`config.mk`:
```
export PLATFORM = sky130hd
export DESIGN_NAME = mod_updown_counter
export DESIGN_NICKNAME = d
export VERILOG_FILES = /design/src/rtl/counter_pkg.sv /design/src/rtl/mod_counter_next.sv /design/src/rtl/mod_updown_counter.sv
export SDC_FILE = /design/constraint.sdc
export NUM_CORES = 1
export LEC_CHECK = 0
export ABC_AREA = 1
export ABC_CLOCK_PERIOD_IN_PS = 2100
export CAP_MARGIN = 20
export CORE_MARGIN = 2
export CORE_UTILIZATION = 45
export DETAILED_ROUTE_END_ITERATION = 7
export GPL_ROUTABILITY_DRIVEN = 1
export PLACE_DENSITY_LB_ADDON = 0.15
export SYNTH_ARGS = -nofsm -noshare
export SYNTH_HDL_FRONTEND = slang
export SYNTH_HIERARCHICAL = 1
export SYNTH_SLANG_ARGS = --single-unit
```
`constraint.sdc`:
```
create_clock -name clk -period 2.1 [get_ports clk]
set_clock_uncertainty 0.15 [all_clocks]
set_input_delay 0.42 -clock clk [delete_from_list [all_inputs] [get_ports clk]]
set_output_delay 0.42 -clock clk [all_outputs]
set_load 0.01 [all_outputs]
```
`src/rtl/counter_pkg.sv`:
```
// Shared encodings and parameter legality check for the modulo-N counter family.
//   DIR_UP / DIR_DN      : up_dn encodings
//   MODE_WRAP / MODE_SAT : sat encodings
//   params_legal()       : WIDTH/MOD/RST_VAL legality, evaluated at elaboration
package counter_pkg;

   localparam logic DIR_UP    = 1'b1;
   localparam logic DIR_DN    = 1'b0;
   localparam logic MODE_WRAP = 1'b0;
   localparam logic MODE_SAT  = 1'b1;

   localparam int unsigned WIDTH_MIN = 2;
   localparam int unsigned WIDTH_MAX = 32;

   // True when 2 <= WIDTH <= 32, 2 <= MOD <= 2**WIDTH and RST_VAL < MOD.
   function automatic bit params_legal(input int unsigned     width,
                                       input longint unsigned modulus,
                                       input longint unsigned rst_val);
      bit ok;
      ok = (width >= WIDTH_MIN) && (width <= WIDTH_MAX) &&
           (modulus >= 64'd2) && (modulus <= (64'd1 << width)) &&
           (rst_val < modulus);
      return ok;
   endfunction

endpackage

```
`src/rtl/mod_counter_next.sv`:
```
// Combinational next-count logic for mod_updown_counter.
//   i_out          : current count
//   i_up_dn        : direction (DIR_UP / DIR_DN)
//   i_sat          : mode (MODE_WRAP / MODE_SAT)
//   o_next_c       : count to take on an enabled edge
//   o_at_bound_c   : count sits at the bound in the current direction
//   o_wrap_evt_c   : enabled edge would wrap
//   o_sat_evt_c    : enabled edge would be blocked by saturation
module mod_counter_next
   import counter_pkg::*;
#(
   parameter int unsigned     WIDTH = 4,
   parameter longint unsigned MOD   = 16
) (
   input  logic [WIDTH-1:0] i_out,
   input  logic             i_up_dn,
   input  logic             i_sat,
   output logic [WIDTH-1:0] o_next_c,
   output logic             o_at_bound_c,
   output logic             o_wrap_evt_c,
   output logic             o_sat_evt_c
);

   localparam int unsigned    EW      = WIDTH + 1;
   // The modulus may equal 2**WIDTH, so it is held one bit wider than the count.
   localparam logic [WIDTH:0] MOD_EXT = EW'(MOD);
   localparam logic [WIDTH:0] MAX_EXT = EW'(MOD - 64'd1);

   logic [WIDTH:0] w_inc;
   logic [WIDTH:0] w_dec;
   logic           w_bound_up;
   logic           w_bound_dn;

   // Extended-width steps: an up step reaching MOD or a down step borrowing marks the bound.
   always_comb begin
      w_inc      = {1'b0, i_out} + EW'(1);
      w_dec      = {1'b0, i_out} - EW'(1);
      w_bound_up = (w_inc == MOD_EXT);
      w_bound_dn = w_dec[WIDTH];
   end

   always_comb begin
      o_next_c     = i_out;
      o_at_bound_c = (i_up_dn == DIR_UP) ? w_bound_up : w_bound_dn;
      o_wrap_evt_c = o_at_bound_c && (i_sat == MODE_WRAP);
      o_sat_evt_c  = o_at_bound_c && (i_sat == MODE_SAT);
      if (!o_at_bound_c) begin
         o_next_c = (i_up_dn == DIR_UP) ? w_inc[WIDTH-1:0] : w_dec[WIDTH-1:0];
      end else if (i_sat == MODE_WRAP) begin
         o_next_c = (i_up_dn == DIR_UP) ? '0 : MAX_EXT[WIDTH-1:0];
      end
   end

endmodule

```
`src/rtl/mod_updown_counter.sv`:
```
// Parametrised modulo-MOD up/down counter with load, clear and wrap/saturate mode.
//   clk, rstn        : clock, asynchronous active-low reset
//   clr              : synchronous clear (highest priority)
//   load, load_val   : synchronous parallel load, clamped to MOD-1
//   en, up_dn, sat   : count enable, direction, saturate mode
//   out              : registered count, always < MOD
//   tc               : combinational terminal count, for cascading into the next stage's en
//   wrap             : registered one-cycle pulse on a wrapping step
//   ovf              : sticky flag, set by any wrap or blocked saturating step
module mod_updown_counter
   import counter_pkg::*;
#(
   parameter int unsigned     WIDTH   = 4,
   parameter longint unsigned MOD     = 16,
   parameter longint unsigned RST_VAL = 0
) (
   input  logic             clk,
   input  logic             rstn,
   input  logic             clr,
   input  logic             load,
   input  logic [WIDTH-1:0] load_val,
   input  logic             en,
   input  logic             up_dn,
   input  logic             sat,
   output logic [WIDTH-1:0] out,
   output logic             tc,
   output logic             wrap,
   output logic             ovf
);

   if (!params_legal(WIDTH, MOD, RST_VAL)) begin : g_bad_params
      $error("mod_updown_counter: illegal WIDTH/MOD/RST_VAL combination");
   end

   localparam int unsigned    EW      = WIDTH + 1;
   localparam logic [WIDTH:0] MOD_EXT = EW'(MOD);
   localparam logic [WIDTH-1:0] MAX_VAL = WIDTH'(MOD - 64'd1);
   localparam logic [WIDTH-1:0] RST_OUT = WIDTH'(RST_VAL);

   logic [WIDTH-1:0] r_out;
   logic             r_wrap;
   logic             r_ovf;

   logic [WIDTH-1:0] w_next;
   logic             w_at_bound;
   logic             w_wrap_evt;
   logic             w_sat_evt;
   logic [WIDTH-1:0] w_load_clamp;
   logic [WIDTH-1:0] w_out_d;
   logic             w_wrap_d;
   logic             w_ovf_d;

   mod_counter_next #(
      .WIDTH (WIDTH),
      .MOD   (MOD)
   ) u_next (
      .i_out        (r_out),
      .i_up_dn      (up_dn),
      .i_sat        (sat),
      .o_next_c     (w_next),
      .o_at_bound_c (w_at_bound),
      .o_wrap_evt_c (w_wrap_evt),
      .o_sat_evt_c  (w_sat_evt)
   );

   // Out-of-range load values clamp to the top of the count range.
   always_comb begin
      w_load_clamp = ({1'b0, load_val} >= MOD_EXT) ? MAX_VAL : load_val;
   end

   // Priority mux: clr > load > en > hold.
   always_comb begin
      w_out_d  = r_out;
      w_wrap_d = 1'b0;
      w_ovf_d  = r_ovf;
      if (clr) begin
         w_out_d = '0;
         w_ovf_d = 1'b0;
      end else if (load) begin
         w_out_d = w_load_clamp;
      end else if (en) begin
         w_out_d  = w_next;
         w_wrap_d = w_wrap_evt;
         w_ovf_d  = r_ovf | w_wrap_evt | w_sat_evt;
      end
   end

   always_ff @(posedge clk or negedge rstn) begin
      if (!rstn) begin
         r_out  <= RST_OUT;
         r_wrap <= 1'b0;
         r_ovf  <= 1'b0;
      end else begin
         r_out  <= w_out_d;
         r_wrap <= w_wrap_d;
         r_ovf  <= w_ovf_d;
      end
   end

   assign out  = r_out;
   assign wrap = r_wrap;
   assign ovf  = r_ovf;
   assign tc   = en & w_at_bound;

endmodule
```
==> results.md <==
* Outcome: finished, final reports clean
* Via count of the first global-routing pass at 522
* Post-DR wirelength/cell at 10.2 um
* Half-perimeter wire length after placement at 1190 um
* Synth Net Count at 112
* Most used flip-flop cell after synthesis: sky130_fd_sc_hd__dfrtp_1
* Crit-path max cell delay at 0.45 ns
* Die Span X at 41.1 um
* Pin slew with the least headroom to its limit at 0.325 ns
* Worst-path fanout max at 6
* EDFF count, synth at 0
* Pin count of the biggest net entering global routing at 9
* Overall power after layout at 0.000449 W
* Maximum clock frequency at 0.508 GHz
* Via density per instance at 4.68
* Share of final-layout standard cells stronger than drive strength 1 at 27.8%
* DIE HEIGHT at 41.1 um
* NumNets Final at 142
* Async set-reset flop share out of synthesis at 100%
* Distinct cells, synth at 19
* Worst Path Arrival at 1.40 ns
* Antenna Diode Count at 0
* Final critical-path required period at 1.97 ns
* CTS HTree Levels at 1
* FF/Latch Area at 153 sq um
* Clock transition at the registers of the reported paths at 0.04 ns
* Core utilization of the finished layout at 69.0%
* Ranking of synthesized cells by area: sky130_fd_sc_hd__dfrtp_1 24%, sky130_fd_sc_hd__nand2_1 24%, sky130_fd_sc_hd__nand3_1 6.5%, sky130_fd_sc_hd__ha_1 6.0%, sky130_fd_sc_hd__inv_1 6.0%
* Largest buffer count on any clock path at 2
* Aggregate global-route resource usage at 19.6%
* Worst-case headroom to the max-slew limit at 78.1%
* Max cap viols at 0
* Placeable Area at 1300 sq um
* Most numerous cell in the Yosys netlist: sky130_fd_sc_hd__nand2_1
* Number of synthesized register bits at 6
* Synthesized area per cell at 6.33 sq um
* Final Worst Setup Slack at 0.132 ns
* Drt pass-1 iters at 4
* Number of nets with antenna violations after detailed routing at 0
* Routability Congestion at 0.745
* Starting density of the core at 47.7%
* Final routed DRC violation total at 0
* Yosys warning total at 6
* Area taken by multi-input logic gates at 428 sq um
* Number of top-level pins at 18
* CP max-delay cell: sky130_fd_sc_hd__dfrtp_2
* Commonest cells post-synth: 40 x sky130_fd_sc_hd__nand2_1, 10 x sky130_fd_sc_hd__inv_1, 8 x sky130_fd_sc_hd__nand3_1
* Total gr overflow at 0
* Sink count of the clock tree at 6
* Area of the die at 1690 sq um
* Cell area after layout at 898 sq um
* Leakage Power at 0.481 nW
* Total cell area at the placement stage at 870 sq um
* Total clock buffers created by CTS at 3
* Antenna violations before repair at 0
* Setup repair after global routing missed its margin: no
* Sequential share of the synthesized area at 24.2%
* Clock root buffer: sky130_fd_sc_hd__clkbuf_4
* Type of element launching the critical path: flip-flop
* Clock latency on the worst-skew pair at 0.24 ns
* Required time worst endpoint at 1.53 ns
* Power Density at 500 nW/um^2
* Cells along the critical path: inv_1 > ha_2 > nand2_2 > o21ai_4 > nand2_1 > inv_1 > clkbuf_2
* Cells after Synth at 98
* Setup violations, final at 0
* Placement-stage worst setup slack at -0.461 ns
* Port bufs at 17
* CTS tree: built
* Vias at 660
* Largest delay contributor family on the critical path: flip-flops
* Crit Path Category: flip-flop to output pin
* DRC marker count from the first detailed-route iteration at 12
* Class of the most critical hold timing path: input port to asynchronous set/reset pin
* Std cell rows at 13
* Final cycle utilization of the critical path at 93.7%
* Endpoints failing hold at 0
* Largest area contributor in the synthesized netlist: sky130_fd_sc_hd__dfrtp_1
* Filler cell count at 121
* Share of the synthesized area in the top cell type at 24.2%
* Total wire length after detailed routing at 1450 um
* Nature of the critical path endpoint: output pin
* Area added between synthesis and finish at 44.8%
* Peak supply drop at 0.375 mV
* Max-slew violation count at 0
* Global-route wire length before repair at 2050 um
* Most repeated library cell on the critical path: sky130_fd_sc_hd__inv_1
* Crit path buf inv count at 3
* Cell area after synthesis at 621 sq um
## sequential cells by signal, summed over array words and instances (netlist names)
signal	count
wrap	1
ovf	1
out	4
## final timing paths
check	startpoint	slack [ns]	endpoint	depth (start not counted)
worst max-delay path	out[0]$_DFFE_PN0P_	0.13	tc	7
worst min-delay path	rstn	0.26	wrap$_DFF_PN0_	1
worst max register to register	out[0]$_DFFE_PN0P_	0.31	ovf$_DFFE_PN0P_	10
worst min register to register	out[3]$_DFFE_PN0P_	0.42	out[3]$_DFFE_PN0P_	2
max in group asynchronous	rstn	1.32	out[1]$_DFFE_PN0P_	1
min in group clk	out[3]$_DFFE_PN0P_	0.42	out[3]$_DFFE_PN0P_	2
## per-stage QoR
stage                     TNS, ns  instances  hold WS (ns)
final                           0        141         0.264
after global routing            0        141         0.290
after CTS                       0        141         0.259
after detailed placement   -0.595        138         0.412
after global placement     -0.410        138         0.397
after floorplan                 0         98       -0.0256
## what timing repair did
action,in CTS,in global routing
gates resized for setup,9,1
endpoints found under the hold margin,0,0
pin swaps,0,0
setup buffers,0,0
hold buffers,0,0
setup endpoints to repair,1,1
## logic make-up (layout without fill, tap and decap cells)
logic type                 after synthesis  in the layout  share of synthesized area [%]
buffers and inverters                   14             42                           8.47
AOI/OAI and AO/OA                       10             10                           12.5
xor gates and xnor gates                 1              1                           1.41
and+or+nand+nor                         64             64                           47.4
adders and majority gates                3              3                           6.05
DFF                                      6              6                           24.2
## placed cells by master (no fill, tap or decap)
master	Yosys	final
sky130_fd_sc_hd__buf_4	0	8
sky130_fd_sc_hd__nand3_1	8	8
sky130_fd_sc_hd__dfrtp_1	6	4
sky130_fd_sc_hd__ha_2	0	2
sky130_fd_sc_hd__nor2_1	7	7
sky130_fd_sc_hd__dlygate4sd2_1	0	1
sky130_fd_sc_hd__o21ai_0	3	3
sky130_fd_sc_hd__clkbuf_2	0	1
sky130_fd_sc_hd__a21oi_1	1	1
sky130_fd_sc_hd__nand3_4	1	1
sky130_fd_sc_hd__nand2_1	40	38
sky130_fd_sc_hd__clkbuf_4	0	3
sky130_fd_sc_hd__o21ai_4	1	1
sky130_fd_sc_hd__o21ai_2	3	3
sky130_fd_sc_hd__nand2_2	5	7
sky130_fd_sc_hd__nand2_4	1	1
sky130_fd_sc_hd__inv_1	10	10
sky130_fd_sc_hd__o211ai_1	1	1
sky130_fd_sc_hd__nor2_2	1	1
sky130_fd_sc_hd__o21bai_1	1	1
sky130_fd_sc_hd__xor2_1	1	1
sky130_fd_sc_hd__nor2_4	1	1
sky130_fd_sc_hd__clkdlybuf4s50_1	0	15
sky130_fd_sc_hd__dfrtp_2	0	2
sky130_fd_sc_hd__ha_1	3	1
sky130_fd_sc_hd__inv_2	4	4
## worst register-to-register path, cell delays in order, from the launching register on
cell                      delay [ns]
sky130_fd_sc_hd__dfrtp_2        0.42
sky130_fd_sc_hd__inv_1          0.07
sky130_fd_sc_hd__ha_2           0.20
sky130_fd_sc_hd__nand2_2        0.09
sky130_fd_sc_hd__nor2_1         0.05
sky130_fd_sc_hd__a21oi_1        0.25
sky130_fd_sc_hd__nor2_1         0.11
sky130_fd_sc_hd__nor2_1         0.11
sky130_fd_sc_hd__nand2_1        0.07
sky130_fd_sc_hd__nand3_1        0.09
sky130_fd_sc_hd__nand2_1        0.06
## routing by layer
| metal | GRT usage (%) | share of wire, % | routed length, um |
|---|---|---|---|
| met5 | 0 | 0 | 0 |
| met3 | 3.26 | 1.7 | 24 |
| met2 | 30.9 | 49 | 708 |
| met4 | 14.5 | 1.5 | 21 |
| met1 | 23.6 | 48 | 690 |
## power breakdown
part | switching [W] | total (W) | internal (W)
Sequential | 0.0000176 | 0.000146 | 0.000128
Combinational | 0.000104 | 0.000204 | 0.000100
Clock | 0.0000355 | 0.0000997 | 0.0000642
Total | 0.000157 | 0.000449 | 0.000292
## cell type report
class / instances / area share, %
Clock buffer: 3 / 2.51
Timing Repair Buffer: 25 / 24.9
Multi-Input combinational cell: 78 / 47.6
Inverter: 14 / 5.85
Sequential cell: 6 / 17.0
Tap cell: 15 / 2.09
(Power assumes the default switching activity.)
